$ cat config.mk
export PLATFORM = sky130hd
export DESIGN_NAME = seq_detector_prog
export DESIGN_NICKNAME = d
export VERILOG_FILES = /design/src/rtl/seq_det_pkg.sv /design/src/rtl/seq_det_counter.sv /design/src/rtl/seq_detector_prog.sv
export SDC_FILE = /design/constraint.sdc
export NUM_CORES = 1
export LEC_CHECK = 0
export CORE_MARGIN = 4
export CORE_UTILIZATION = 40
export DETAILED_ROUTE_END_ITERATION = 10
export GPL_TIMING_DRIVEN = 1
export PLACE_DENSITY = 0.66
export SLEW_MARGIN = 10
export SYNTH_ARGS = -nofsm -noshare
export SYNTH_HDL_FRONTEND = slang
export SYNTH_SLANG_ARGS = --single-unit
$ cat constraint.sdc
create_clock -name clk -period 2.1 [get_ports clk]
set_clock_uncertainty 0.1 [all_clocks]
set_input_delay 0.315 -clock clk [delete_from_list [all_inputs] [get_ports clk]]
set_output_delay 0.315 -clock clk [all_outputs]
set_load 0.01 [all_outputs]
$ cat src/rtl/seq_det_pkg.sv
// Shared types and helpers for the programmable sequence detector.
// Detector states and the pattern-length legality check live here.
package seq_det_pkg;

    typedef enum logic [1:0] {
        UNCFG = 2'd0,
        FILL  = 2'd1,
        RUN   = 2'd2
    } seq_state_t;

    // A pattern must hold at least two bits and fit the history register.
    function automatic logic len_ok(input logic [31:0] len, input logic [31:0] max_len);
        return (len >= 32'd2) && (len <= max_len);
    endfunction

endpackage

$ cat src/rtl/seq_det_counter.sv
// Saturating match counter for seq_detector_prog.
// Only instantiated when SEQDET_COUNT_EN is defined.
module seq_det_counter
    import seq_det_pkg::*;
#(
    parameter int CNT_W = 16
) (
    input  logic             clk,
    input  logic             clr,
    input  logic             inc,
    output logic [CNT_W-1:0] count
);

    localparam logic [CNT_W-1:0] CNT_MAX = {CNT_W{1'b1}};

    logic [CNT_W-1:0] r_count;

    // Count increments, holding at all-ones; clear has priority.
    always_ff @(posedge clk) begin
        if (clr) begin
            r_count <= {CNT_W{1'b0}};
        end else if (inc && (r_count != CNT_MAX)) begin
            r_count <= r_count + {{(CNT_W-1){1'b0}}, 1'b1};
        end else begin
            r_count <= r_count;
        end
    end

    assign count = r_count;

endmodule

$ cat src/rtl/seq_detector_prog.sv
// Programmable serial bit-sequence detector with run-time pattern/length load.
// Build option: SEQDET_COUNT_EN builds the saturating match counter (else match_count = 0).
module seq_detector_prog
    import seq_det_pkg::*;
#(
    parameter int MAX_LEN = 8,
    parameter int CNT_W   = 16,
    parameter int LEN_W   = $clog2(MAX_LEN + 1)
) (
    input  logic               clk,
    input  logic               reset,
    input  logic               x,
    input  logic               x_valid,
    input  logic               cfg_load,
    input  logic [MAX_LEN-1:0] cfg_pattern,
    input  logic [LEN_W-1:0]   cfg_len,
    input  logic               cfg_overlap,
    output logic               z,
    output logic [CNT_W-1:0]   match_count,
    output logic               cfg_err
);

    seq_state_t          r_state;
    logic [MAX_LEN-1:0]  r_hist;
    logic [MAX_LEN-1:0]  r_pat;
    logic [LEN_W-1:0]    r_fill;
    logic [LEN_W-1:0]    r_len;
    logic                r_ovl;
    logic                r_z;
    logic                r_cfg_err;

    logic                w_cfg_legal;
    logic                w_accept;
    logic [MAX_LEN-1:0]  w_hist_nxt;
    logic [MAX_LEN-1:0]  w_mask;
    logic [LEN_W:0]      w_fill_p1;
    logic                w_window_full;
    logic                w_match;

    // Next-history, window-complete and match qualification for the incoming bit.
    always_comb begin
        w_cfg_legal   = len_ok(32'(cfg_len), 32'(MAX_LEN));
        w_accept      = x_valid && !cfg_load && (r_state != UNCFG);
        w_hist_nxt    = {r_hist[MAX_LEN-2:0], x};
        w_fill_p1     = {1'b0, r_fill} + {{LEN_W{1'b0}}, 1'b1};
        w_window_full = (w_fill_p1 >= {1'b0, r_len});
        w_mask        = {MAX_LEN{1'b0}};
        for (int i = 0; i < MAX_LEN; i++) begin
            w_mask[i] = (32'(i) < 32'(r_len));
        end
        // Stale history beyond fill is harmless: a match also needs a full window.
        w_match = w_accept && w_window_full &&
                  ((w_hist_nxt & w_mask) == (r_pat & w_mask));
    end

    // Detector FSM with registered match pulse and sticky config error.
    always_ff @(posedge clk) begin
        if (reset) begin
            r_state   <= UNCFG;
            r_hist    <= {MAX_LEN{1'b0}};
            r_pat     <= {MAX_LEN{1'b0}};
            r_fill    <= {LEN_W{1'b0}};
            r_len     <= {LEN_W{1'b0}};
            r_ovl     <= 1'b0;
            r_z       <= 1'b0;
            r_cfg_err <= 1'b0;
        end else if (cfg_load) begin
            r_z <= 1'b0;
            if (w_cfg_legal) begin
                r_state   <= FILL;
                r_pat     <= cfg_pattern;
                r_len     <= cfg_len;
                r_ovl     <= cfg_overlap;
                r_hist    <= {MAX_LEN{1'b0}};
                r_fill    <= {LEN_W{1'b0}};
                r_cfg_err <= 1'b0;
            end else begin
                r_state   <= UNCFG;
                r_cfg_err <= 1'b1;
            end
        end else begin
            case (r_state)
                UNCFG: begin
                    r_z <= 1'b0;
                end
                FILL, RUN: begin
                    if (x_valid) begin
                        r_hist <= w_hist_nxt;
                        if (w_match) begin
                            r_z <= 1'b1;
                            if (r_ovl) begin
                                r_state <= RUN;
                                r_fill  <= r_len;
                            end else begin
                                r_state <= FILL;
                                r_fill  <= {LEN_W{1'b0}};
                            end
                        end else begin
                            r_z <= 1'b0;
                            if (w_window_full) begin
                                r_state <= RUN;
                                r_fill  <= r_len;
                            end else begin
                                r_state <= FILL;
                                r_fill  <= w_fill_p1[LEN_W-1:0];
                            end
                        end
                    end else begin
                        r_z <= 1'b0;
                    end
                end
                default: begin
                    r_state <= UNCFG;
                    r_z     <= 1'b0;
                end
            endcase
        end
    end

    assign z       = r_z;
    assign cfg_err = r_cfg_err;

`ifdef SEQDET_COUNT_EN
    seq_det_counter #(
        .CNT_W(CNT_W)
    ) u_counter (
        .clk   (clk),
        .clr   (reset),
        .inc   (w_match),
        .count (match_count)
    );
`else
    assign match_count = {CNT_W{1'b0}};
`endif

endmodule
**After elaboration in Yosys (flattened, before gate mapping)**

Index checks and enable logic that the tools add are counted.

- Add/subtract/negate cells: 1
- $lt $le $gt $ge: 11
- Reductions and logical operators: 15
- Bitwise logic cells: 4
- Equal/unequal tests: 6
- Muxes and demuxes: 20

Operator list:

| kind | number |
|---|---|
| two-way mux 4 bit | 7 |
| two-way mux 7 bit | 4 |
| AND 8 bit | 2 |
| < comparator 3 x 4 -> 1 bit, first input constant | 4 |
| two-way mux 2 bit | 5 |
| == test 8 bit | 1 |
| < comparator 1 x 4 -> 1 bit, first input constant | 2 |
| < comparator 2 x 4 -> 1 bit, first input constant | 2 |
| nonzero test 2 bit | 3 |
| adder 4 x 1 -> 5 bit, second input constant | 1 |
| >= comparator 5 x 4 -> 1 bit | 1 |
| logical AND 1 bit | 5 |
| >= comparator 4 x 2 -> 1 bit, second input constant | 1 |
| less-or-equal comparator 4 bit, second input constant | 1 |
| one-hot mux 2 bit (2 select lines) | 1 |
| AND reduction 2 bit | 2 |
| OR reduction 4 bit | 1 |
| two-way mux 1 bit | 3 |
| != test 3 bit, second input constant | 1 |
| AND reduction 3 bit | 1 |
| == test 2 x 1 -> 1 bit, second input constant | 1 |
| == test 2 bit, second input constant | 1 |
| zero test 2 bit | 1 |
| != test 2 x 1 -> 1 bit, second input constant | 1 |
| other kinds (4) | 5 |

- Bits in registers: 28

**Longest topological paths before layout**

- Depth in word-level cells: 9
- Gate-level depth with buffers: 8
- Gate-level depth less buffers: 8

**Least setup slack after synthesis**

No wires, ideal clock.

- Path type: reg-to-reg
- Start point: register r_fill[0]
- End point: register r_state[0]
- Buffers on the path: 0
- Setup slack: 0.238 ns
- Stages on the path, launching flop included: 9
- Arrival time: 1.689 ns
- Required time: 1.927 ns
- Setup time: 0.073 ns
- Cells stage by stage: dfxtp_1 -> ha_1 -> xor2_1 -> ha_1 -> o21ai_0 -> o21ai_2 -> nand3_2 -> o2111a_1 -> nor3_2

- Longest elaborated chain between the ends: 8
- Elaborated cells on any way between the ends: 9
- Those cells by class: add/sub (1); order compare (1); mux (5); reduce/logical (2)

Ends and longest elaborated chain:

| element | RTL line | source |
|---|---|---|
| from (decl) | seq_detector_prog.sv:26 | `logic [LEN_W-1:0] r_fill;` |
| from (signal assigned) | seq_detector_prog.sv:62 | `r_fill <= {LEN_W{1'b0}};` |
| from (signal assigned) | seq_detector_prog.sv:75 | `r_fill <= {LEN_W{1'b0}};` |
| from (signal assigned) | seq_detector_prog.sv:93 | `r_fill <= r_len;` |
| adder 4 x 1 -> 5 bit * | seq_detector_prog.sv:45 | `w_fill_p1 = {1'b0, r_fill} + {{LEN_W{1'b0}}, 1'b1};` |
| >= comparator 5 x 4 -> 1 bit * | seq_detector_prog.sv:46 | `w_window_full = (w_fill_p1 >= {1'b0, r_len});` |
| logical AND 1 bit (2 in a row) | seq_detector_prog.sv:52 | `w_match = w_accept && w_window_full &&` |
| two-way mux 2 bit * | seq_detector_prog.sv:89 | `if (w_match) begin` |
| two-way mux 2 bit * | seq_detector_prog.sv:87 | `if (x_valid) begin` |
| one-hot mux 2 bit (2 select lines) * | seq_detector_prog.sv:82 | `case (r_state)` |
| two-way mux 2 bit * | seq_detector_prog.sv:67 | `end else if (cfg_load) begin` |
| to (signal assigned) | seq_detector_prog.sv:70 | `r_state <= FILL;` |
| to (signal assigned) | seq_detector_prog.sv:92 | `r_state <= RUN;` |
| to (signal assigned) | seq_detector_prog.sv:95 | `r_state <= FILL;` |
| to (decl) | seq_detector_prog.sv:23 | `seq_state_t r_state;` |

Every way passes the cells marked *; elsewhere a longest branch is shown, timed or not. The select of a mux whose other input is x is not followed.
A chain may end at the register's enable or synchronous reset.

**Worst setup path after layout**

- Start point: register r_fill[0]
- End point: register r_fill[2]

- Longest elaborated chain between the ends: 8
- Elaborated cells on any way between the ends: 9
- Those cells by class: add/sub (1); order compare (1); mux (5); reduce/logical (2)

Ends and longest elaborated chain:

| element | RTL line |
|---|---|
| adder 4 x 1 -> 5 bit * | seq_detector_prog.sv:45 |
| >= comparator 5 x 4 -> 1 bit | seq_detector_prog.sv:46 |
| logical AND 1 bit (2 in a row) | seq_detector_prog.sv:52 |
| two-way mux 4 bit * | seq_detector_prog.sv:89 |
| two-way mux 4 bit * | seq_detector_prog.sv:87 |
| two-way mux 4 bit * | seq_detector_prog.sv:82 |
| two-way mux 4 bit * | seq_detector_prog.sv:67 |

Marked as above.

==> summary.txt <==
initial DRC count: 21
maximum vdd drop: 341 uV
synth warn: 0
count of final max-slew check failures: 0
post-detailed-route DRC marker count: 0
most frequent cells in the layout: 27 x dfxtp_1, 19 x clkdlybuf4s50_1, 16 x nor2_1, 16 x conb_1, 12 x mux2i_1
critical path peak fanout: 5
period utilization: 0.926
CP top delay family: compound AO/OA/AOI/OAI gates
Worst Setup Start Kind: flip-flop
share of cells above drive strength 1: 0.140
asr flop ratio synth: 0
Clock Tree Buf Depth: 2
status: complete, no violations
M2 GR Usage: 0.216
Worst Slack Setup Final: 156 ps
EDFF count, synth: 0
Worst path most repeated cell: ha_1
fin area: 0.00186 mm2
CP Capture Type: flip-flop
Ports: 36
vias per cell: 4.97
Clock transition at path regs: 100 ps
routed len/inst: 12.5 um
Worst Path Buf+Inv: 1
remaining global-route overflow: 0
largest net degree at the start of global routing: 17
initial antenna violation count: 0
Critical Path Slowest Stage Cell: dfxtp_2
ys flop type: dfxtp_1
Sinks on Clock Net: 28
Row Count: 22
Ant. Diodes: 0
Die H: 70.1 um
latest clock arrival within the worst-skew pair: 280 ps
max cap viols: 0
met3 GRT Util: 0.0187
core area: 0.00369 mm2
Final Critical Period: 1940 ps
Post-DP HPWL: 2420 um
hold buffer count at CTS: 0
placed instance area: 0.00178 mm2
commonest non-fill, non-tap cell in the layout: dfxtp_1
TritonCTS Buffers: 3
detailed-route via count: 1197
Yosys reg bits: 28
Post-Route WL: 3020 um
Syn Inst Count: 165
first-pass GRT wire length: 5160 um
Filler Cell Count: 358
CP arrival: 2010 ps
final core area utilization: 0.503
Pwr Density: 638 mW/mm2
mapped cell area: 0.00154 mm2
worst path cell trace: ha_1, ha_1, a211oi_1, o21ai_2, buf_4, o21ai_0, o21ai_1
synth unique cells: 40
Worst path max stage delay: 360 ps
GR Util met1: 0.162
final hold violation count: 0
H-Tree Level Count: 1
area grow syn2layout: 20.4%
GRT Max-Usage Layer: met2
Die ar.: 0.00491 mm2
Leak: 0.754 nW
Setup-failing EPs final: 0
WS Path Type: flip-flop to flip-flop
Seq/Total Area, Yosys: 0.364
first-pass detailed-route iteration total: 4
Nets: 218
Setup WS pre-CTS: -2.77 ps
initial core utilization: 0.418
total track usage: 0.127
Cells after DPL: 237
vias in the first global route: 1148
chip width: 70.1 um
Critical Path RT: 2170 ps
worst hold path type: flip-flop to flip-flop
Root Driver: clkbuf_8
post-route insts no fill: 241
DRT antenna net count: 0
gpl congestion: 0.969
CTS tree: built
fmax: 514 MHz
port bufs: 19
RSZ-0062 raised after global routing: false
Setup Buffers After CTS: 0
Avg Cell Area, Syn: 9.34 um2
registers in the layout (all words and copies together) (netlist names):
register and flops:
r_hist 7, r_fill 4, r_len 4, cfg_err 1, z 1, r_pat 8
r_ovl 1, r_state 2
through the flow:
stage / hold slack [ps] / TNS [ps] / power [W]
detailed placement: 370 / -2.77 / 0.000769
global placement: 356 / 0 / 0.000765
finish: 385 / 0 / 0.00118
CTS: 392 / 0 / 0.00119
global route: 422 / 0 / 0.00123
floorplan: 331 / 0 / 0.000712
path summary, 6_finish.rpt:
path | cells past startpoint | to | startpoint | slack (ps)
worst max register to register | 7 | r_fill[2] | r_fill[0] | 160
worst min register to register | 2 | cfg_err | cfg_err | 380
worst min-delay path | 2 | cfg_err | cfg_err | 380
worst max-delay path | 7 | r_fill[2] | r_fill[0] | 160
per-layer routing:
| layer | up-vias | routed length [um] |
|---|---|---|
| li1 | 603 | - |
| met1 | 563 | 1370 |
| met2 | 24 | 1500 |
| met3 | 7 | 103 |
| met4 | 0 | 53 |
| met5 | - | 0 |
cell usage after synthesis, drive strengths merged (3+ instances only):
library cell  count  area share
a21oi             6       0.022
a22o              7       0.040
buf              19       0.091
dfxtp            28        0.36
ha                6       0.049
inv               7       0.017
mux2i            12       0.078
nand2            11       0.028
nand2b            3       0.012
nand3             4       0.016
nor2             17       0.046
o21ai            12       0.041
xnor2             9       0.051
final cells by class:
class                      count  area, um2  area share
inverter                       7       26.3      0.0142
tap                           48       60.1      0.0324
multi-input combinational    124        863       0.465
clock inverter                 1       30.0      0.0162
sequential                    28        562       0.303
clock buffer                   3       41.3      0.0223
timing repair buffer          30        273       0.147
power breakdown:
part | switching [W] | leakage [nW] | internal [W]
Clock | 0.000172 | 0.0357 | 0.000255
Combinational | 0.0000991 | 0.490 | 0.0000950
Sequential | 0.0000153 | 0.228 | 0.000548
Total | 0.000286 | 0.754 | 0.000898
kinds of logic after synthesis:
kind of cell / count (synthesis) / share of synthesized area
flops: 28 / 0.364
xor+xnor: 10 / 0.0568
mux: 12 / 0.0779
buf+inv: 28 / 0.113
simple gates: 41 / 0.135
compound gates: 39 / 0.203
fa+ha+maj: 6 / 0.0487
other cells: 1 / 0.00243
tightest hold or removal path, stage by stage, from the launching register on:
cell     delay, ps
dfxtp_1        340
nor2_1          50
nor2_1          70
timing repair:
action / CTS / global route
endpoints found under the hold margin: 0 / 0
resized for setup: 0 / 2
endpoints found under the setup margin: 0 / 4
Power figures use the tool's default switching activity.
